$ cat src/rtl/dpram_capture_ctrl_pkg.sv
// Shared types and default sizes for the sample-capture controller.
// The buffer depth follows from the address width.
package dpram_capture_ctrl_pkg;

  localparam int ADDR_WIDTH_DEF = 13;
  localparam int DATA_WIDTH_DEF = 11;
  localparam int DEPTH          = 2 ** ADDR_WIDTH_DEF;

  typedef enum logic [2:0] {
    ST_IDLE,
    ST_PRE_FILL,
    ST_WAIT_TRIG,
    ST_POST_FILL,
    ST_READOUT
  } cap_state_e;

endpackage

$ cat src/rtl/dpram_capture_ctrl_rd_port.sv
// Readout side: walks the RAM from the oldest sample and streams it out.
// Handshake: a word transfers on every cycle where rd_valid && rd_ready; while
// rd_valid && !rd_ready the read address is held, so rd_data stays stable.
module capture_rd_port
  import dpram_capture_ctrl_pkg::*;
#(
  parameter int ADDR_WIDTH = ADDR_WIDTH_DEF,
  parameter int DATA_WIDTH = DATA_WIDTH_DEF
) (
  input  logic                  clk,
  input  logic                  rst,
  input  logic                  active,
  input  logic                  start,
  input  logic [ADDR_WIDTH-1:0] start_addr,
  input  logic                  abort,
  input  logic                  rd_ready,
  input  logic [DATA_WIDTH-1:0] ram_b_rd_data,
  output logic [ADDR_WIDTH-1:0] ram_b_addr,
  output logic                  rd_valid,
  output logic [DATA_WIDTH-1:0] rd_data,
  output logic                  rd_last,
  output logic                  done,
  output logic                  last_accept
);

  logic [ADDR_WIDTH-1:0] rd_ptr;
  logic [ADDR_WIDTH-1:0] rd_cnt;
  logic                  fire;

  assign fire        = rd_valid && rd_ready;
  assign rd_last     = rd_valid && (rd_cnt == '1);
  assign last_accept = fire && rd_last;
  assign rd_data     = ram_b_rd_data;

  // Look one word ahead on a transfer so the RAM latency never costs a bubble.
  assign ram_b_addr = !active ? '0 : (fire ? rd_ptr + 1'b1 : rd_ptr);

  always_ff @(posedge clk or posedge rst) begin
    if (rst) begin
      rd_ptr   <= '0;
      rd_cnt   <= '0;
      rd_valid <= 1'b0;
      done     <= 1'b0;
    end else begin
      if (start) begin
        rd_ptr <= start_addr;
        rd_cnt <= '0;
      end else if (fire) begin
        rd_ptr <= rd_ptr + 1'b1;
        rd_cnt <= rd_cnt + 1'b1;
      end
      rd_valid <= active && !abort && !last_accept;
      done     <= last_accept && !abort;
    end
  end

endmodule

$ cat src/rtl/dpram_capture_ctrl.sv
// Pre/post-trigger capture into a dual-port RAM, then full-buffer readout.
// The FSM and write port live here; the read side is capture_rd_port.
module dpram_capture_ctrl
  import dpram_capture_ctrl_pkg::*;
#(
  parameter int ADDR_WIDTH = ADDR_WIDTH_DEF,
  parameter int DATA_WIDTH = DATA_WIDTH_DEF
) (
  input  logic                  clk,
  input  logic                  rst,
  input  logic                  arm,
  input  logic                  abort,
  input  logic [ADDR_WIDTH-1:0] pre_len,
  input  logic                  trig,
  input  logic                  sample_valid,
  input  logic [DATA_WIDTH-1:0] sample_data,
  output logic [ADDR_WIDTH-1:0] ram_a_addr,
  output logic [DATA_WIDTH-1:0] ram_a_wr_data,
  output logic                  ram_a_wr_en,
  output logic [ADDR_WIDTH-1:0] ram_b_addr,
  input  logic [DATA_WIDTH-1:0] ram_b_rd_data,
  output logic                  rd_valid,
  input  logic                  rd_ready,
  output logic [DATA_WIDTH-1:0] rd_data,
  output logic                  rd_last,
  output logic                  busy,
  output logic                  done
);

  localparam logic [ADDR_WIDTH:0] FULL_CNT = {1'b1, {ADDR_WIDTH{1'b0}}};
  localparam logic [ADDR_WIDTH:0] ONE_CNT  = {{ADDR_WIDTH{1'b0}}, 1'b1};

  cap_state_e            state, state_next;
  logic [ADDR_WIDTH-1:0] wr_ptr;
  logic [ADDR_WIDTH-1:0] pre_q;
  logic [ADDR_WIDTH-1:0] trig_addr;
  logic [ADDR_WIDTH:0]   cnt;
  logic [ADDR_WIDTH:0]   cnt_inc;
  logic [ADDR_WIDTH:0]   post_target;
  logic                  capturing;
  logic                  hit;
  logic                  enter_readout;
  logic [ADDR_WIDTH-1:0] start_addr;
  logic                  last_accept;

  assign capturing   = (state == ST_PRE_FILL) || (state == ST_WAIT_TRIG) ||
                       (state == ST_POST_FILL);
  assign hit         = (state == ST_WAIT_TRIG) && sample_valid && trig;
  assign cnt_inc     = cnt + 1'b1;
  assign post_target = FULL_CNT - {1'b0, pre_q};

  assign ram_a_wr_en   = capturing && sample_valid && !abort;
  assign ram_a_addr    = wr_ptr;
  assign ram_a_wr_data = sample_data;
  assign busy          = (state != ST_IDLE);

  always_comb begin
    state_next    = state;
    enter_readout = 1'b0;
    start_addr    = trig_addr - pre_q;
    case (state)
      ST_IDLE:
        if (arm) state_next = (pre_len == '0) ? ST_WAIT_TRIG : ST_PRE_FILL;
      ST_PRE_FILL:
        if (sample_valid && cnt_inc == {1'b0, pre_q}) state_next = ST_WAIT_TRIG;
      ST_WAIT_TRIG:
        if (hit) begin
          // With pre_q = DEPTH-1 the trigger sample alone completes the buffer.
          if (post_target == ONE_CNT) begin
            state_next    = ST_READOUT;
            enter_readout = 1'b1;
            start_addr    = wr_ptr - pre_q;
          end else begin
            state_next = ST_POST_FILL;
          end
        end
      ST_POST_FILL:
        if (sample_valid && cnt_inc == post_target) begin
          state_next    = ST_READOUT;
          enter_readout = 1'b1;
        end
      ST_READOUT:
        if (last_accept) state_next = ST_IDLE;
      default:
        state_next = ST_IDLE;
    endcase
    if (abort) begin
      state_next    = ST_IDLE;
      enter_readout = 1'b0;
    end
  end

  always_ff @(posedge clk or posedge rst) begin
    if (rst) state <= ST_IDLE;
    else     state <= state_next;
  end

  always_ff @(posedge clk or posedge rst) begin
    if (rst) begin
      wr_ptr    <= '0;
      pre_q     <= '0;
      trig_addr <= '0;
      cnt       <= '0;
    end else if (!abort) begin
      if (state == ST_IDLE && arm) begin
        pre_q  <= pre_len;
        wr_ptr <= '0;
        cnt    <= '0;
      end
      if (capturing && sample_valid) wr_ptr <= wr_ptr + 1'b1;
      if ((state == ST_PRE_FILL || state == ST_POST_FILL) && sample_valid)
        cnt <= cnt_inc;
      if (hit) begin
        trig_addr <= wr_ptr;
        cnt       <= ONE_CNT;
      end
    end
  end

  capture_rd_port #(
    .ADDR_WIDTH(ADDR_WIDTH),
    .DATA_WIDTH(DATA_WIDTH)
  ) u_rd_port (
    .clk          (clk),
    .rst          (rst),
    .active       (state == ST_READOUT),
    .start        (enter_readout),
    .start_addr   (start_addr),
    .abort        (abort),
    .rd_ready     (rd_ready),
    .ram_b_rd_data(ram_b_rd_data),
    .ram_b_addr   (ram_b_addr),
    .rd_valid     (rd_valid),
    .rd_data      (rd_data),
    .rd_last      (rd_last),
    .done         (done),
    .last_accept  (last_accept)
  );

endmodule

$ cat config.mk
export PLATFORM = sky130hd
export DESIGN_NAME = dpram_capture_ctrl
export DESIGN_NICKNAME = d
export VERILOG_FILES = /design/src/rtl/dpram_capture_ctrl_pkg.sv /design/src/rtl/dpram_capture_ctrl_rd_port.sv /design/src/rtl/dpram_capture_ctrl.sv
export SDC_FILE = /design/constraint.sdc
export NUM_CORES = 1
export LEC_CHECK = 0
export CAP_MARGIN = 20
export CORE_ASPECT_RATIO = 0.7
export CORE_MARGIN = 3
export CORE_UTILIZATION = 43
export CTS_BUF_LIST = sky130_fd_sc_hd__clkbuf_16
export DETAILED_ROUTE_END_ITERATION = 6
export PLACE_DENSITY_LB_ADDON = 0.2
export SLEW_MARGIN = 30
export SYNTH_ARGS = -nofsm -noshare
export SYNTH_HDL_FRONTEND = slang
export SYNTH_SLANG_ARGS = --single-unit
$ cat constraint.sdc
create_clock -name clk -period 7.04 [get_ports clk]
set_clock_uncertainty 0.1 [all_clocks]
set_input_delay 1.408 -clock clk [delete_from_list [all_inputs] [get_ports clk]]
set_output_delay 1.408 -clock clk [all_outputs]
set_load 0.05 [all_outputs]
Word-level counts from Yosys, hierarchy flattened. Index checks and enable logic that the tools add are counted.

Add/sub/neg operators: 7. Equality and inequality tests: 13. Muxes and demuxes: 27. Bitwise gates (word level): 1. Reductions and logical operators: 30.

Operator list (number): 13-bit two-way mux (10); 14-bit two-way mux (3); 13-bit by 1-bit adder with 13-bit output, second input constant (3); 13-bit subtractor (2); 3-bit two-way mux (7); 3-bit case mux with 5 select lines (1); 14-bit by 1-bit adder with 14-bit output, second input constant (1); 14-bit by 1-bit equality test with 1-bit output, second input constant (1); 14-bit by 13-bit equality test with 1-bit output (1); 14-bit equality test (1); 1-bit logical AND (14); 14-bit by 13-bit subtractor with 14-bit output, first input constant (1); 13-bit equality test, second input constant (1); 13-bit zero test (1); 3-bit != test, second input constant (3); 2-bit AND reduction (4); 3-bit by 2-bit equality test with 1-bit output, second input constant (2); 3-bit by 2-bit != test with 1-bit output, second input constant (2); 3-bit nonzero test (2); 5-bit AND reduction (1); 1-bit two-way mux (4); 2-bit nonzero test (2); 3-bit by 1-bit equality test with 1-bit output, second input constant (1); 3-bit equality test, second input constant (1); other kinds (6) (9).

Register bits after elaboration: 84.

Logic depth before layout (Yosys ltp). Gate-level depths: netlist of the first run.

Word-level depth: 7. Mapped depth: 12. Depth with buffers taken out: 11.

By module. A second synthesis of the first run with hierarchy kept.

Cell total of the unflattened synthesis: 757. Area total of the unflattened synthesis: 6506.2 um^2.

By module, submodules not included: dpram_capture_ctrl (times used 1, cells each 589, area an instance 4878.4 um^2, sequential area each 1401.3 um^2); capture_rd_port (times used 1, cells each 168, area an instance 1627.8 um^2, sequential area each 700.7 um^2).

Worst setup path before layout of the first run. OpenSTA, ideal clock, no wires.

Kind: input to output. From: input rd_ready. To: output ram_b_addr[12]. Data arrival time: 3.386 ns. Path slack: 2.146 ns. Cell stages on the path: 7. Path buffers: 1. Cell sequence: and2_1 -> clkbuf_1 -> nand3_1 -> nor3_1 -> nand3_1 -> xnor2_1 -> nor2b_1.

Word-level cells in the longest chain between the ends: 3.

RTL lines: from (decl) (RTL line dpram_capture_ctrl.sv:23) `input logic rd_ready,`; 1-bit logical AND (RTL line dpram_capture_ctrl_rd_port.sv:30) `assign fire = rd_valid && rd_ready;`; 13-bit two-way mux (2 in a row) (RTL line dpram_capture_ctrl_rd_port.sv:36) `assign ram_b_addr = !active ? '0 : (fire ? rd_ptr + 1'b1 : rd_ptr);`; to (decl) (RTL line dpram_capture_ctrl.sv:20) `output logic [ADDR_WIDTH-1:0] ram_b_addr,`.

Every way passes these cells.

Final worst setup path of the first run. Same ends and word-level chain as after synthesis.

==> results.md, run 1 <==
- Outcome: finished clean
- Remaining antenna violation count: 0
- Share of cells above drive strength 1: 6.77%
- Post-synthesis sequential area ratio: 32.6%
- Clk root buf: clkbuf_16
- Leakage power: 3.04 nW
- DPL Wire Length: 13500 um
- Worst slew pin tran: 0.936 ns
- # hold bufs at CTS: 0
- CORE AREA: 14300 um2
- Largest net degree at the start of global routing: 54
- Initial antenna violation count: 0
- Main synth FF type: dfrtp_1
- Maximum clock frequency: 0.172 GHz
- CP max FO: 9
- Reg2Reg Depth: 10
- CP endpoint: ram_b_addr[12]
- Post-route setup TNS: 0 ns
- Drt first-iter violations: 442
- Clock slew at reported path FFs: 0.06 ns
- Synth Register Bits: 84
- Area grow syn2layout: 12.4%
- First-pass GRT wire length: 28600 um
- Most frequent cells in the layout: dfrtp_1 (84), nand2_1 (81), nor2_1 (79), o21ai_0 (59), clkdlybuf4s50_1 (50)
- Clock sink total: 84
- Die span in x: 152 um
- Vias in the first global route: 5285
- Number of diodes: 0
- Htree depth: 3
- Fin crit period: 5.82 ns
- RSZ-0062 raised after global routing: false
- CTS Buf Count: 9
- GRT Util Overall: 21.7%
- I/O pin count: 95
- Share of synthesized flip-flops with an asynchronous set or reset: 100%
- VDD IR max: 0.000155 V
- Hold Crit Start: cnt[12]$_DFFE_PP0P_
- Startpoint Class: input port
- Syn Area/Cell: 8.46 um2
- Commonest non-fill, non-tap cell in the layout: dfrtp_1
- Clk_lat worst skew: 0.35 ns
- Starting Density: 45.2%
- RR Startpoint: pre_q[1]$_DFFE_PP0P_
- Req. time, crit path: 5.53 ns
- FF-to-FF End: u_rd_port.rd_ptr[1]$_DFF_PP0_
- Post-route clock period utilization: 82.7%
- Worst setup path category: input port to output pin
- DRC violations left: 0
- Worst setup path startpoint: rd_ready
- Routed vias: 5635
- CTS resizes: 0
- Hold Vio Cnt, Final: 0
- Die Area: 16500 um2
- Max Cap Viol: 0
- Number of synthesis warnings: 0
- CTS tree: yes
- CP Data Arrival Time: 4.31 ns
- Total Nets Final: 852
- Post-synth EDFFs: 0
- Post-Route WL: 17800 um
- Worst hold path class: register to register
- Max Slew Vio Count: 0
- Post-Syn Nets: 837
- Grt total ovfl: 0
- Critical path capture point type: output pin
- Chip height: 108 um
- Placer Congestion: 0.878
- Wirelength per Cell: 18.3 um
- Synth Instances: 763
- Drt pass-1 iters: 5
- Clock tree buffer depth: 2
- Post-Syn Area: 6450 um2
- Via-to-Cell Ratio: 5.79
- Buffers on Ports: 50
- Pwr Density: 305 nW/um2
- Distinct cells, synth: 66
- Final Power: 0.00221 W
- Post-CTS setup buffer count: 0
- Max_slew headroom: 37.4%
- Placement Rows: 36
- Setup violations, final: 0
- FF-to-FF setup slack: 2.06 ns
## routing by layer
layer	vias to the layer above	GRT usage, %	share of wire (%)
met5	-	0	0
met4	0	4.94	1.1
met3	32	4.84	6.2
met2	171	30.7	40
met1	2731	33.6	53
li1	2701	-	-
## sequential cells by signal, indices dropped and copies added, names as in the netlist
signal              cells
cnt                    14
pre_q                  13
ram_a_addr             13
state                   3
trig_addr              13
u_rd_port.done          1
u_rd_port.rd_cnt       13
u_rd_port.rd_ptr       13
u_rd_port.rd_valid      1
## synth_stat cells, drive strengths merged, types with 2 or more instances
library cell | number | share of area (%)
nor3 | 32 | 2.5
nor2b | 8 | 0.78
nor4b | 2 | 0.27
dfrtp | 84 | 33
nand2 | 81 | 4.7
and3 | 18 | 1.8
xnor2 | 44 | 6.0
fa | 2 | 0.62
nor2 | 79 | 4.6
nand4 | 11 | 1.1
mux2 | 13 | 2.3
a211o | 2 | 0.27
o21bai | 2 | 0.23
buf | 31 | 3.5
xnor3 | 4 | 1.4
nand4b | 2 | 0.27
a211oi | 2 | 0.23
a22o | 2 | 0.27
a22oi | 2 | 0.23
or4 | 9 | 1.2
nand2b | 7 | 0.68
mux2i | 13 | 2.0
o31a | 3 | 0.41
clkbuf | 21 | 1.2
a21oi | 36 | 3.0
inv | 26 | 1.5
nand3 | 27 | 2.1
or2 | 8 | 0.78
o21a | 7 | 0.81
o211a | 2 | 0.31
ha | 30 | 5.8
a31oi | 3 | 0.29
a2111oi | 2 | 0.27
or3 | 14 | 1.4
and2 | 2 | 0.19
nor4 | 12 | 1.5
or4b | 2 | 0.37
o21ai | 59 | 4.6
o2bb2ai | 2 | 0.27
a21o | 2 | 0.23
xor2 | 30 | 4.1
o211ai | 4 | 0.47
o31ai | 5 | 0.58
a41oi | 2 | 0.27
o311ai | 2 | 0.27
## final cells by class
cell class / count / area [um2]
inverters: 26 / 98.8
repair buffers: 56 / 546
well taps: 190 / 238
fillers: 1336 / 7030
multi-input cells: 601 / 3950
flip-flops and latches: 84 / 2100
clock inverters: 7 / 92.6
clock buffers: 9 / 225
## cells by family after synthesis
family | count (synthesis) | share of synthesized area (%)
adder cells (fa/ha/maj) | 32 | 6.44
buffers and inverters | 78 | 6.28
XOR/XNOR | 79 | 11.8
AO/OA/AOI/OAI | 147 | 14.1
flip-flops | 84 | 32.6
AND/OR/NAND/NOR | 317 | 24.5
multiplexers | 26 | 4.29
## report_power, final
group          switching [W]  internal (W)
logic               0.000594      0.000423
registers           0.000132      0.000538
clock network       0.000212      0.000310
total               0.000938       0.00127
## worst max-delay path: stages
cell	delay [ns]
clkdlybuf4s50_1	0.47
and2_1	0.37
nand3_1	0.20
nor3_1	0.40
nand3_1	0.15
xnor2_1	0.28
nor2b_1	0.19
clkdlybuf4s50_1	0.83
## how the worst min path moves through the flow
stage / end / slack (ns) / cells after the start
6_report: cnt[12]$_DFFE_PP0P_ / 0.40 / 2
3_3_place_gp: cnt[12]$_DFFE_PP0P_ / 0.38 / 2
3_5_place_dp: cnt[12]$_DFFE_PP0P_ / 0.39 / 2
5_1_grt: cnt[12]$_DFFE_PP0P_ / 0.43 / 2
2_1_floorplan: cnt[12]$_DFFE_PP0P_ / 0.36 / 2
4_1_cts: cnt[12]$_DFFE_PP0P_ / 0.40 / 2
## stage by stage
stage	setup WS, ns	instance area, um2	std cells	util, %	hold slack [ns]
5_1_grt	0.949	7250	973	50.8	0.427
4_1_cts	1.22	7250	973	50.8	0.401
3_5_place_dp	1.23	6930	957	48.6	0.387
2_1_floorplan	2.15	6450	763	-	0.363
3_3_place_gp	1.27	6930	957	48.6	0.377
6_report	1.22	7250	973	50.8	0.399
No activity file was read; power rests on OpenSTA's default activity.
==> run 2: changes to the inputs <==
clock period = 5.6 ns   (was 7.04 ns; I/O delays follow)
==> results.md, run 2 (synthesized netlist as in run 1, its figures left out) <==
- Outcome: finished clean
- Total Nets Final: 854 (+0.23%)
- Biggest register: cnt
- Commonest non-fill, non-tap cell in the layout: dfrtp_1
- CORE AREA: 14300 um2 (unchanged)
- Drt pass-1 iters: 5 (unchanged)
- I/O pin count: 95 (unchanged)
- Post-CTS setup buffer count: 0 (unchanged)
- Max Slew Vio Count: 0 (unchanged)
- Die Area: 16500 um2 (unchanged)
- Clk root buf: clkbuf_16
- CTS resizes: 0 (unchanged)
- Area grow syn2layout: 13.0%
- Clk_lat worst skew: 0.34 ns (about the same)
- # hold bufs at CTS: 0 (unchanged)
- Placer Congestion: 0.878 (about the same)
- Hold path depth: 2 (unchanged)
- Net Sw Power: 0.00117 W (+25%)
- Chip height: 108 um (unchanged)
- Reg2Reg Depth: 10 (unchanged)
- Largest net degree at the start of global routing: 48 (-11%)
- Routed vias: 5646 (+0.20%)
- Worst hold path class: register to register
- CTS tree: yes
- Max Cap Viol: 0 (unchanged)
- Wirelength per Cell: 18.4 um (+0.46%)
- CP max FO: 9 (unchanged)
- Post-route setup TNS: 0 ns (unchanged)
- Startpoint Class: input port
- Sequential Area: 2100 um2 (unchanged)
- Filler instances: 1349 (+0.97%)
- Leakage power: 3.06 nW (+0.74%)
- Worst setup path category: input port to output pin
- Htree depth: 3 (unchanged)
- Clock sink total: 84 (unchanged)
- Combinational share of power: 45.6% (-0.5 points)
- Req. time, crit path: 4.38 ns (-1.15 ns)
- Placement Rows: 36 (unchanged)
- Initial antenna violation count: 0 (unchanged)
- Post-route clock period utilization: 87.0%
- Clock tree buffer depth: 2 (unchanged)
- Maximum clock frequency: 0.205 GHz
- Post-Route WL: 17900 um (+0.56%)
- Multi-input logic area: 3960 um2 (+0.16%)
- Non-Filler Instances: 974 (+0.10%)
- CP Data Arrival Time: 3.65 ns (-0.66 ns)
- Starting Density: 45.2% (unchanged)
- Fin worst setup slack: 0.727 ns (-0.491 ns)
- Final Core Density: 51.1% (+0.26 points)
- Die span in x: 152 um (unchanged)
- Number of diodes: 0 (unchanged)
- Pwr Density: 386 nW/um2 (+27%)
- Most frequent cells in the layout: dfrtp_1 (84), nand2_1 (81), nor2_1 (79), o21ai_0 (59), clkdlybuf4s50_1 (49)
- RSZ-0062 raised after global routing: false
- Clk pwr share: 24.6% (+1.0 points)
- Worst slew pin tran: 0.894 ns (-0.0425 ns)
- GRT Util Overall: 21.9% (+0.19 points)
- Setup violations, final: 0 (unchanged)
- Dpl ws: 0.730 ns (-0.504 ns)
- Hold Vio Cnt, Final: 0 (unchanged)
- Switching Fraction: 41.6% (-0.86 points)
- Vias in the first global route: 5280 (-0.095%)
- DPL Wire Length: 13600 um (+1.1%)
- VDD IR max: 0.000196 V (+26%)
- Critical path capture point type: output pin
- Share of cells above drive strength 1: 7.27% (+0.50 points)
- Placed insts: 959 (+0.21%)
- Buffers on Ports: 50 (unchanged)
- Remaining antenna violation count: 0 (unchanged)
- Reg power frac: 29.8% (-0.5 points)
- Internal Power: 0.00164 W (+29%)
- Clock slew at reported path FFs: 0.06 ns (about the same)
- DRC violations left: 0 (unchanged)
- Fin crit period: 4.87 ns
- Drt first-iter violations: 371 (-16%)
- Grt total ovfl: 0 (unchanged)
- Via-to-Cell Ratio: 5.80 (about the same)
- Max_slew headroom: 39.9% (+2.5 points)
- CTS Buf Count: 9 (unchanged)
- First-pass GRT wire length: 28900 um (+1.1%)
- Number of flip-flops in the largest register: 14 (unchanged)
-- run 2: power groups by stage --
stage | Clock (W) | Sequential (W) | Combinational, W
3_5_place_dp | 0 | 0.000844 | 0.00124
3_3_place_gp | 0 | 0.000839 | 0.00122
2_1_floorplan | 0 | 0.000771 | 0.00101
4_1_cts | 0.000700 | 0.000832 | 0.00126
6_report | 0.000692 | 0.000838 | 0.00128
5_1_grt | 0.000722 | 0.000855 | 0.00139
-- run 2: metrics by stage --
stage          total power [W]  hold WS (ns)  instance area (um2)
2_1_floorplan          0.00178         0.363                 6450
3_3_place_gp           0.00205         0.378                 6950
3_5_place_dp           0.00209         0.386                 6950
4_1_cts                0.00279         0.400                 7280
5_1_grt                0.00297         0.428                 7290
6_report               0.00281         0.410                 7290
-- run 2: final cells by class --
cell class                      count  area share [%]
Clock inverter                      6            1.53
Sequential cell                    84            28.8
Clock buffer                        9            3.09
Multi-Input combinational cell    601            54.3
Inverter                           26            1.36
Tap cell                          190            3.26
Timing Repair Buffer               58            7.66
-- run 2: final timing paths --
path,start,to,slack (ns)
min in group asynchronous,rst,u_rd_port.rd_cnt[10]$_DFFE_PP0P_,1.09
max reg2reg,pre_q[1]$_DFFE_PP0P_,u_rd_port.rd_ptr[2]$_DFF_PP0_,1.25
min,cnt[12]$_DFFE_PP0P_,cnt[12]$_DFFE_PP0P_,0.41
max,rd_ready,ram_b_addr[10],0.73
max in group asynchronous,rst,ram_a_addr[10]$_DFFE_PP0P_,3.21
min reg2reg,cnt[12]$_DFFE_PP0P_,cnt[12]$_DFFE_PP0P_,0.41
-- run 2: routing by layer --
metal / global-route usage, % / share of wire [%]
met5: 0 / 0
met4: 3.91 / 0.85
met3: 4.44 / 7.2
met2: 31.0 / 40
met1: 34.6 / 52
-- run 2: critical path: stages --
cell and delay (ns):
clkdlybuf4s50_1 0.47, and2_1 0.13, buf_4 0.16, nand3_1 0.14
nor3_1 0.38, nand3_1 0.15, xor2_1 0.18, nor2_1 0.10
clkdlybuf4s50_1 0.82
